**src/rtl/fb_sram_arbiter.sv**
```systemverilog
// fb_sram_arbiter
// ---------------
// Shares one single-port asynchronous framebuffer SRAM between the video
// scan-out read path and the drawing-engine write path. This block is the
// only driver of the SRAM control pins. Video reads normally win. A write
// that has been waiting is forced through once MAX_VID_BURST video grants
// have been given while it waited (MAX_VID_BURST = 0 gives strict video
// priority).
//
// Handshake (both requesters): the requester raises *_req together with its
// address (and data, for writes) and holds them steady until it sees the
// one-cycle *_ack pulse. Requests are level sampled at arbitration points,
// and a request withdrawn before its ack is simply never serviced. Read data
// comes back later as a one-cycle vid_valid pulse with vid_data. There is no
// back-pressure on vid_valid.
//
// Ports:
//   clk, reset             system clock, asynchronous active-high reset
//   vid_req/vid_addr       video read request and word address
//   vid_ack                one-cycle pulse: read accepted
//   vid_data/vid_valid     read data and its one-cycle qualifier
//   wr_req/wr_addr/wr_data drawing-engine write request, address and data
//   wr_ack                 one-cycle pulse: write accepted
//   sram_addr              SRAM address pins
//   sram_dq_o/sram_dq_oe   SRAM write data and data-bus output enable
//   sram_dq_i              SRAM read data
//   sram_ce_n/oe_n/we_n    SRAM strobes, active low
//   dbg_state              current FSM state: 0 IDLE, 1 RD, 2 WS, 3 WP, 4 WH
//
// All outputs are registers.

module fb_sram_arbiter #(
  parameter int ADDR_W        = 19,
  parameter int DATA_W        = 16,
  parameter int READ_CYCLES   = 2,
  parameter int WR_PULSE      = 1,
  parameter int MAX_VID_BURST = 8
) (
  input  logic              clk,
  input  logic              reset,
  input  logic              vid_req,
  input  logic [ADDR_W-1:0] vid_addr,
  output logic              vid_ack,
  output logic [DATA_W-1:0] vid_data,
  output logic              vid_valid,
  input  logic              wr_req,
  input  logic [ADDR_W-1:0] wr_addr,
  input  logic [DATA_W-1:0] wr_data,
  output logic              wr_ack,
  output logic [ADDR_W-1:0] sram_addr,
  output logic [DATA_W-1:0] sram_dq_o,
  output logic              sram_dq_oe,
  input  logic [DATA_W-1:0] sram_dq_i,
  output logic              sram_ce_n,
  output logic              sram_oe_n,
  output logic              sram_we_n,
  output logic [2:0]        dbg_state
);

  typedef enum logic [2:0] {
    IDLE = 3'd0,
    RD   = 3'd1,
    WS   = 3'd2,
    WP   = 3'd3,
    WH   = 3'd4
  } state_t;

  // One shared cycle counter serves both the read window and the write pulse.
  localparam int CNT_MAX = (READ_CYCLES > WR_PULSE) ? READ_CYCLES : WR_PULSE;
  localparam int CNT_W   = (CNT_MAX > 1) ? $clog2(CNT_MAX) : 1;
  localparam logic [CNT_W-1:0] RD_LAST = CNT_W'(READ_CYCLES - 1);
  localparam logic [CNT_W-1:0] WP_LAST = CNT_W'(WR_PULSE - 1);

  // The burst counter must hold 0..MAX_VID_BURST. The +2 keeps the width at
  // least 1 bit even for MAX_VID_BURST = 0.
  localparam int BURST_W = $clog2(MAX_VID_BURST + 2);
  localparam logic [BURST_W-1:0] BURST_MAX = BURST_W'(MAX_VID_BURST);

  state_t             state;
  logic [CNT_W-1:0]   cnt;
  logic [BURST_W-1:0] burst_cnt;

  logic rd_last;
  logic arb_point;
  logic write_forced;
  logic grant_vid;
  logic grant_wr;

  always_comb begin
    rd_last      = (state == RD) && (cnt == RD_LAST);
    // Decisions are only taken when the bus is free next cycle. A write in
    // flight is never interrupted.
    arb_point    = (state == IDLE) || rd_last || (state == WH);
    write_forced = wr_req && (MAX_VID_BURST != 0) && (burst_cnt == BURST_MAX);
    grant_vid    = arb_point && vid_req && !write_forced;
    grant_wr     = arb_point && wr_req && (write_forced || !vid_req);
  end

  assign dbg_state = state;

  always_ff @(posedge clk or posedge reset) begin
    if (reset) begin
      state      <= IDLE;
      cnt        <= '0;
      burst_cnt  <= '0;
      vid_ack    <= 1'b0;
      vid_valid  <= 1'b0;
      vid_data   <= '0;
      wr_ack     <= 1'b0;
      sram_addr  <= '0;
      sram_dq_o  <= '0;
      sram_dq_oe <= 1'b0;
      sram_ce_n  <= 1'b1;
      sram_oe_n  <= 1'b1;
      sram_we_n  <= 1'b1;
    end else begin
      vid_ack   <= 1'b0;
      wr_ack    <= 1'b0;
      vid_valid <= 1'b0;

      // Count video grants handed out while a write is waiting. Any cycle
      // without a pending write, and any write grant, starts the count over.
      if (!wr_req || grant_wr) begin
        burst_cnt <= '0;
      end else if (grant_vid && (burst_cnt != BURST_MAX)) begin
        burst_cnt <= burst_cnt + 1'b1;
      end

      // Read data is taken at the end of the last cycle of the OE window.
      if (rd_last) begin
        vid_data  <= sram_dq_i;
        vid_valid <= 1'b1;
      end

      if (arb_point) begin
        if (grant_vid) begin
          state      <= RD;
          cnt        <= '0;
          vid_ack    <= 1'b1;
          sram_addr  <= vid_addr;
          sram_dq_oe <= 1'b0;
          sram_ce_n  <= 1'b0;
          sram_oe_n  <= 1'b0;
          sram_we_n  <= 1'b1;
        end else if (grant_wr) begin
          // OE_n rises on the same edge that enables the data drivers. The
          // SRAM and this block therefore never drive the bus together.
          state      <= WS;
          cnt        <= '0;
          wr_ack     <= 1'b1;
          sram_addr  <= wr_addr;
          sram_dq_o  <= wr_data;
          sram_dq_oe <= 1'b1;
          sram_ce_n  <= 1'b0;
          sram_oe_n  <= 1'b1;
          sram_we_n  <= 1'b1;
        end else begin
          state      <= IDLE;
          sram_dq_oe <= 1'b0;
          sram_ce_n  <= 1'b1;
          sram_oe_n  <= 1'b1;
          sram_we_n  <= 1'b1;
        end
      end else begin
        case (state)
          RD: begin
            cnt <= cnt + 1'b1;
          end
          WS: begin
            state     <= WP;
            cnt       <= '0;
            sram_we_n <= 1'b0;
          end
          WP: begin
            if (cnt == WP_LAST) begin
              // Address, data and dq_oe stay put through WH.
              state     <= WH;
              sram_we_n <= 1'b1;
            end else begin
              cnt <= cnt + 1'b1;
            end
          end
          default: begin
            // Unused encodings fall back to a quiet idle bus.
            state      <= IDLE;
            sram_dq_oe <= 1'b0;
            sram_ce_n  <= 1'b1;
            sram_oe_n  <= 1'b1;
            sram_we_n  <= 1'b1;
          end
        endcase
      end
    end
  end

endmodule

```
**config.mk**
```make
export PLATFORM = sky130hd
export DESIGN_NAME = fb_sram_arbiter
export DESIGN_NICKNAME = d
export VERILOG_FILES = /design/src/rtl/fb_sram_arbiter.sv
export SDC_FILE = /design/constraint.sdc
export NUM_CORES = 1
export LEC_CHECK = 0
export ABC_AREA = 1
export ABC_CLOCK_PERIOD_IN_PS = 5700
export CAP_MARGIN = 20
export CORE_ASPECT_RATIO = 1.1
export CORE_MARGIN = 4
export CORE_UTILIZATION = 30
export CTS_BUF_LIST = sky130_fd_sc_hd__clkbuf_8 sky130_fd_sc_hd__clkbuf_16
export CTS_CLUSTER_DIAMETER = 120
export DETAILED_ROUTE_END_ITERATION = 8
export HOLD_SLACK_MARGIN = 0.02
export PLACE_DENSITY_LB_ADDON = 0.08
export SLEW_MARGIN = 20
export SYNTH_ARGS = -nofsm -noshare
export SYNTH_HDL_FRONTEND = slang
export SYNTH_SLANG_ARGS = --single-unit
```
**constraint.sdc**
```tcl
create_clock -name clk -period 5.7 [get_ports clk]
set_input_delay 0.855 -clock clk [delete_from_list [all_inputs] [get_ports clk]]
set_output_delay 0.855 -clock clk [all_outputs]
set_load 0.03 [all_outputs]
```
==> results of run 1 <==
-- registers in the layout, summed over array words and instances (netlist names) --
register,cells
sram_oe_n,1
burst_cnt,4
cnt,1
vid_data,16
vid_valid,1
sram_ce_n,1
dbg_state,3
wr_ack,1
sram_we_n,1
sram_addr,19
vid_ack,1
sram_dq_oe,1
sram_dq_o,16
-- metrics by stage --
step	cells	instance area, um^2	utilization
finish	608	4540	0.476
global route	608	4540	0.476
CTS	608	4540	0.476
detailed placement	592	4360	0.457
global placement	592	4360	0.457
floorplan	356	2980	-
-- path summary, 6_finish.rpt --
check / startpoint / to / slack, ns
setup / recovery: wr_req / sram_addr[12] / 3.13
hold / removal: sram_dq_o[13] / sram_dq_o[13] / 0.48
setup reg to reg: dbg_state[1] / sram_addr[9] / 3.38
hold reg to reg: sram_dq_o[13] / sram_dq_o[13] / 0.48
max in group asynchronous: reset / sram_addr[6] / 4.06
min in group asynchronous: reset / sram_dq_o[1] / 1.10
-- synth_stat cells, drive strengths merged --
cell type | count | area (um^2)
nor4 | 1 | 6.26
inv | 16 | 62.6
nand4 | 6 | 52.6
a21oi | 2 | 25.0
clkinv | 1 | 3.75
nand3 | 51 | 268
nand2 | 187 | 722
clkbuf | 2 | 7.51
dfstp | 3 | 78.8
o21ai | 2 | 10.0
nor2 | 3 | 13.8
buf | 14 | 110
nor3 | 1 | 5.00
xor2 | 2 | 17.5
ha | 2 | 25.0
dfrtp | 63 | 1580
-- power by group --
group          internal, mW  switching [mW]
Clock                 0.169           0.186
Sequential            0.685           0.120
Combinational         0.544           0.897
Total                  1.40            1.20
-- logic make-up (layout without fill, tap and decap cells) --
kind of cell,Yosys count,after routing
and+or+nand+nor,249,249
DFF,66,66
buffers and inverters,33,168
AOI/OAI and AO/OA,4,4
adders and majority gates,2,2
xor gates and xnor gates,2,2
-- critical path: stages --
cell and delay [ns]:
clkdlybuf4s50_1 0.44, nand4_1 0.13, nand2_2 0.10, inv_2 0.32, nand2_2 0.53, nand2_1 0.21, nand2_1 0.07, nand2_1 0.06
nand2_1 0.05
-- final cells by class --
type	instances	area, um^2	area share
Clock buffer	10	138	0.0303
Clock inverter	6	42.5	0.00937
Inverter	17	66.3	0.0146
Multi-Input combinational cell	257	1140	0.252
Sequential cell	66	1660	0.364
Tap cell	117	146	0.0322
Timing Repair Buffer	135	1350	0.297
-- layer usage --
| layer | global-route usage | up-vias |
|---|---|---|
| met3 | 0.0522 | 2 |
| met2 | 0.226 | 93 |
| met5 | 0 | - |
| met4 | 0.0440 | 0 |
| met1 | 0.196 | 1231 |
| li1 | - | 1376 |
==> impl_results.md, run 1 <==
* Clk_lat worst skew at 0.33 ns
* Crit share post-route at 0.450
* Clock Skews at 0.00732 ns
* Total congestion overflow at 0
* Complex-gate fraction of the synthesized area at 0.0117
* Post-Syn Area at 0.00298 mm^2
* Worst setup EP type: flip-flop
* Minimum clock period at 2.57 ns
* Leak at 2.23 nW
* Setup TNS at 0 ns
* Initial antenna violation count at 0
* Routability cong. at 0.761
* Top Layer Used: met4
* Synth Area in XOR/XNOR at 0.00587
* CTS tree: built
* Routed via count at 2702
* Routed wire length at 8.38 mm
* Cells after Synth at 356
* Worst VDD drop at 0.235 mV
* Ant. Diodes at 0
* # setup viols final at 0
* Row count at 37
* CTS H-Tree Depth at 3
* Main combinational cell family by area after synthesis: simple AND/OR/NAND/NOR gates
* Outcome: finished clean
* Syn avg cell area at 8.38 um^2
* Worst slew margin at 0.437
* Chip width at 103 um
* FMAX at 390 MHz
* DRT Pass-1 Iters at 4
* Clk root buf: clkbuf_8
* Final hold vios at 0
* Adder-cell share of the synthesized area at 0.00839
* Highest-count cells in the layout ignoring fill and taps: nand2_1 (183), clkdlybuf4s50_1 (134), dfrtp_1 (63)
* Commonest non-fill, non-tap cell in the layout: nand2_1
* WL met3 at 791 um
* Hold path depth at 2
* Unrepaired setup endpoints after global routing: false
* Total power at 2.60 mW
* Hold Crit Class: flip-flop to flip-flop
* DRC at 0
* Die area at 0.0116 mm^2
* Area growth, synth to finish at 52.2%
* Unique cell type count in the Yosys netlist at 26
* Vias/cell at 4.44
* Post-place setup slack at 2.77 ns
* CP Launch Type: primary input
* Critical setup path kind: primary input to flip-flop
* Clk buf depth at 2
* Post-synthesis net count at 432
* Reg2reg path depth at 6
* Met2 routed WL at 3.87 mm
* Worst Path Arrival at 2.79 ns
* Hold WS at 0.482 ns
* First-pass GRT wire length at 13.5 mm
* Req. time, crit path at 5.92 ns
* Sequential share of the synthesized area at 0.555
* All-layer global routing usage at 0.147
* WL per Instance at 13.8 um
* Io pins at 135
* Simple-gate share of the synthesized area at 0.358
* Iteration-0 DRC Markers at 121
* Setup Buffers After CTS at 0
* Die H at 113 um
* Crit path max fanout at 42
* Final WS setup at 3.13 ns
* Initial core utilization at 0.313
* Max_cap viols at 0
* Num CTS Buffers at 9
* Core area at 0.00954 mm^2
* Wl on met1 at 3.67 mm
* Fillers at 954
* Worst Tran Pin Value at 0.845 ns
* CTS sink count at 66
* IO buf count at 134
* Slew Viols, Final at 0
* Hpwl dp at 5.74 mm
* Vias in the first global route at 2782
* Fin nets at 562
* Layout cells sized above 1 at 0.0754
* Count of state elements after synthesis at 66
* Post-cts gate resize count at 0
* Clk slew on worst S/H paths at 0.08 ns
* Ys Warns at 0
* Final ANT Viol Nets at 0
* Hold Buf Count CTS at 0
* Cell area power density at 572 mW/mm^2
* Largest net degree at the start of global routing at 67
* Post-synthesis mux area share at 0
Power figures use the tool's default switching activity.
==> run 2, diff against run 1 <==
--- a/config.mk
+++ b/config.mk
@@ -6,7 +6,7 @@
 export NUM_CORES = 1
 export LEC_CHECK = 0
 export ABC_AREA = 1
-export ABC_CLOCK_PERIOD_IN_PS = 5700
+export ABC_CLOCK_PERIOD_IN_PS = 2220
 export CAP_MARGIN = 20
 export CORE_ASPECT_RATIO = 1.1
 export CORE_MARGIN = 4
==> constraint.sdc (replaced) <==
create_clock -name clk -period 2.22 [get_ports clk]
set_input_delay 0.333 -clock clk [delete_from_list [all_inputs] [get_ports clk]]
set_output_delay 0.333 -clock clk [all_outputs]
set_load 0.03 [all_outputs]
==> impl_results.md, run 2 (synthesis gave the netlist of run 1 again) <==
* Footprint of the multi-input gates at 0.00114 mm^2
* Worst Tran Pin Value at 0.728 ns
* Slew Viols, Final at 0
* Outcome: finished clean
* Clk slew on worst S/H paths at 0.08 ns
* Req. time, crit path at 1.89 ns
* Die H at 113 um
* Worst path buffer plus inverter count at 1
* Vias/cell at 4.45
* Total congestion overflow at 0
* Io pins at 135
* Clk buf depth at 2
* Num CTS Buffers at 9
* Post-DP Area at 0.00444 mm^2
* Hold WS at 0.345 ns
* Clk root buf: clkbuf_8
* Crit path max fanout at 6
* FMAX at 521 MHz
* Largest regs: sram_addr (19), sram_dq_o (16), vid_data (16)
* Leak at 2.29 nW
* Max FFs per register at 19
* First-pass GRT wire length at 13.6 mm
* CTS tree: built
* # setup viols final at 0
* Initial antenna violation count at 0
* Crit path cell chain: clkdlybuf4s50_1
* Initial core utilization at 0.313
* Wl on met1 at 3.76 mm
* Fillers at 940
* Clock Skews at 0.0112 ns
* DRT Pass-1 Iters at 4
* Routability cong. at 0.749
* Clk_lat worst skew at 0.34 ns
* Iteration-0 DRC Markers at 58
* Worst setup EP type: output port
* Routed via count at 2734
* Hpwl dp at 6.07 mm
* Core area at 0.00954 mm^2
* Unrepaired setup endpoints after global routing: false
* Final hold vios at 0
* Post-cts gate resize count at 0
* WL per Instance at 13.9 um
* Final ANT Viol Nets at 0
* Row count at 37
* Hold Buf Count CTS at 0
* Final Cell Area at 0.00464 mm^2
* Hold Crit Class: primary input to asynchronous set/reset pin
* CTS H-Tree Depth at 3
* Routed wire length at 8.51 mm
* Ant. Diodes at 0
* Most flop-heavy register: sram_addr
* Slowest stage delay, CP at 0.75 ns
* CTS sink count at 66
* Commonest non-fill, non-tap cell in the layout: nand2_1
* CP Launch Type: flip-flop
* Worst Path Arrival at 1.59 ns
* Slowest CP cell: clkdlybuf4s50_1
* Max_cap viols at 0
* Largest net degree at the start of global routing at 33
* Worst slew margin at 0.514
* Cell area power density at 1490 mW/mm^2
* IO buf count at 134
* All-layer global routing usage at 0.148
* WL met3 at 694 um
* Top delay family on crit path: buffers and inverters
* Met2 routed WL at 3.91 mm
* Worst VDD drop at 0.659 mV
* Minimum clock period at 1.92 ns
* Setup Buffers After CTS at 0
* Highest-count cells in the layout ignoring fill and taps: nand2_1 (183), clkdlybuf4s50_1 (134), dfrtp_1 (63)
* Top Layer Used: met4
* Critical setup path kind: flip-flop to output port
* Total power at 6.90 mW
* Crit share post-route at 0.865
* DRC at 0
* Storage element area at 0.00166 mm^2
* Fin nets at 568
* Vias in the first global route at 2844
* Setup TNS at 0 ns
* Chip width at 103 um
* Layout cells sized above 1 at 0.0845
* Area growth, synth to finish at 55.5%
* Die area at 0.0116 mm^2
## run 2: layout make-up
type | instances | share of cell area
Sequential cell | 66 | 0.357
Inverter | 17 | 0.0143
Multi-Input combinational cell | 257 | 0.247
Tap cell | 117 | 0.0316
Timing Repair Buffer | 141 | 0.309
Clock inverter | 7 | 0.0154
Clock buffer | 9 | 0.0267
## run 2: path summary, 6_finish.rpt
path,from,endpoint,slack (ns),depth (start not counted)
worst max-delay path,dbg_state[0],dbg_state[0],0.30,1
worst min-delay path,reset,vid_ack,0.34,2
worst max register to register,dbg_state[1],sram_addr[10],0.37,6
worst min register to register,sram_dq_o[5],sram_dq_o[5],0.48,2
max in group asynchronous,reset,vid_data[10],1.28,3
min in group clk,sram_dq_o[5],sram_dq_o[5],0.48,2
## run 2: power by group
| group | leakage (nW) | internal (mW) | total (mW) | switching [mW] |
|---|---|---|---|---|
| combinational | 1.37 | 1.48 | 3.82 | 2.34 |
| sequential | 0.827 | 1.76 | 2.08 | 0.318 |
| clock | 0.0966 | 0.516 | 1.00 | 0.487 |
| total | 2.29 | 3.76 | 6.90 | 3.14 |
## run 2: through the flow
stage | std cells | setup WS (ns) | util
after global placement | 598 | 0.367 | 0.466
after global routing | 614 | 0.210 | 0.486
after detailed placement | 598 | 0.328 | 0.466
after floorplan | 356 | 0.237 | -
after CTS | 614 | 0.266 | 0.486
final | 614 | 0.301 | 0.486
## run 2: routing by layer
metal  global-route usage  up-vias
li1                     -     1395
met1                0.189     1232
met2                0.235       93
met3               0.0466       14
met4               0.0535        0
met5                    0        -
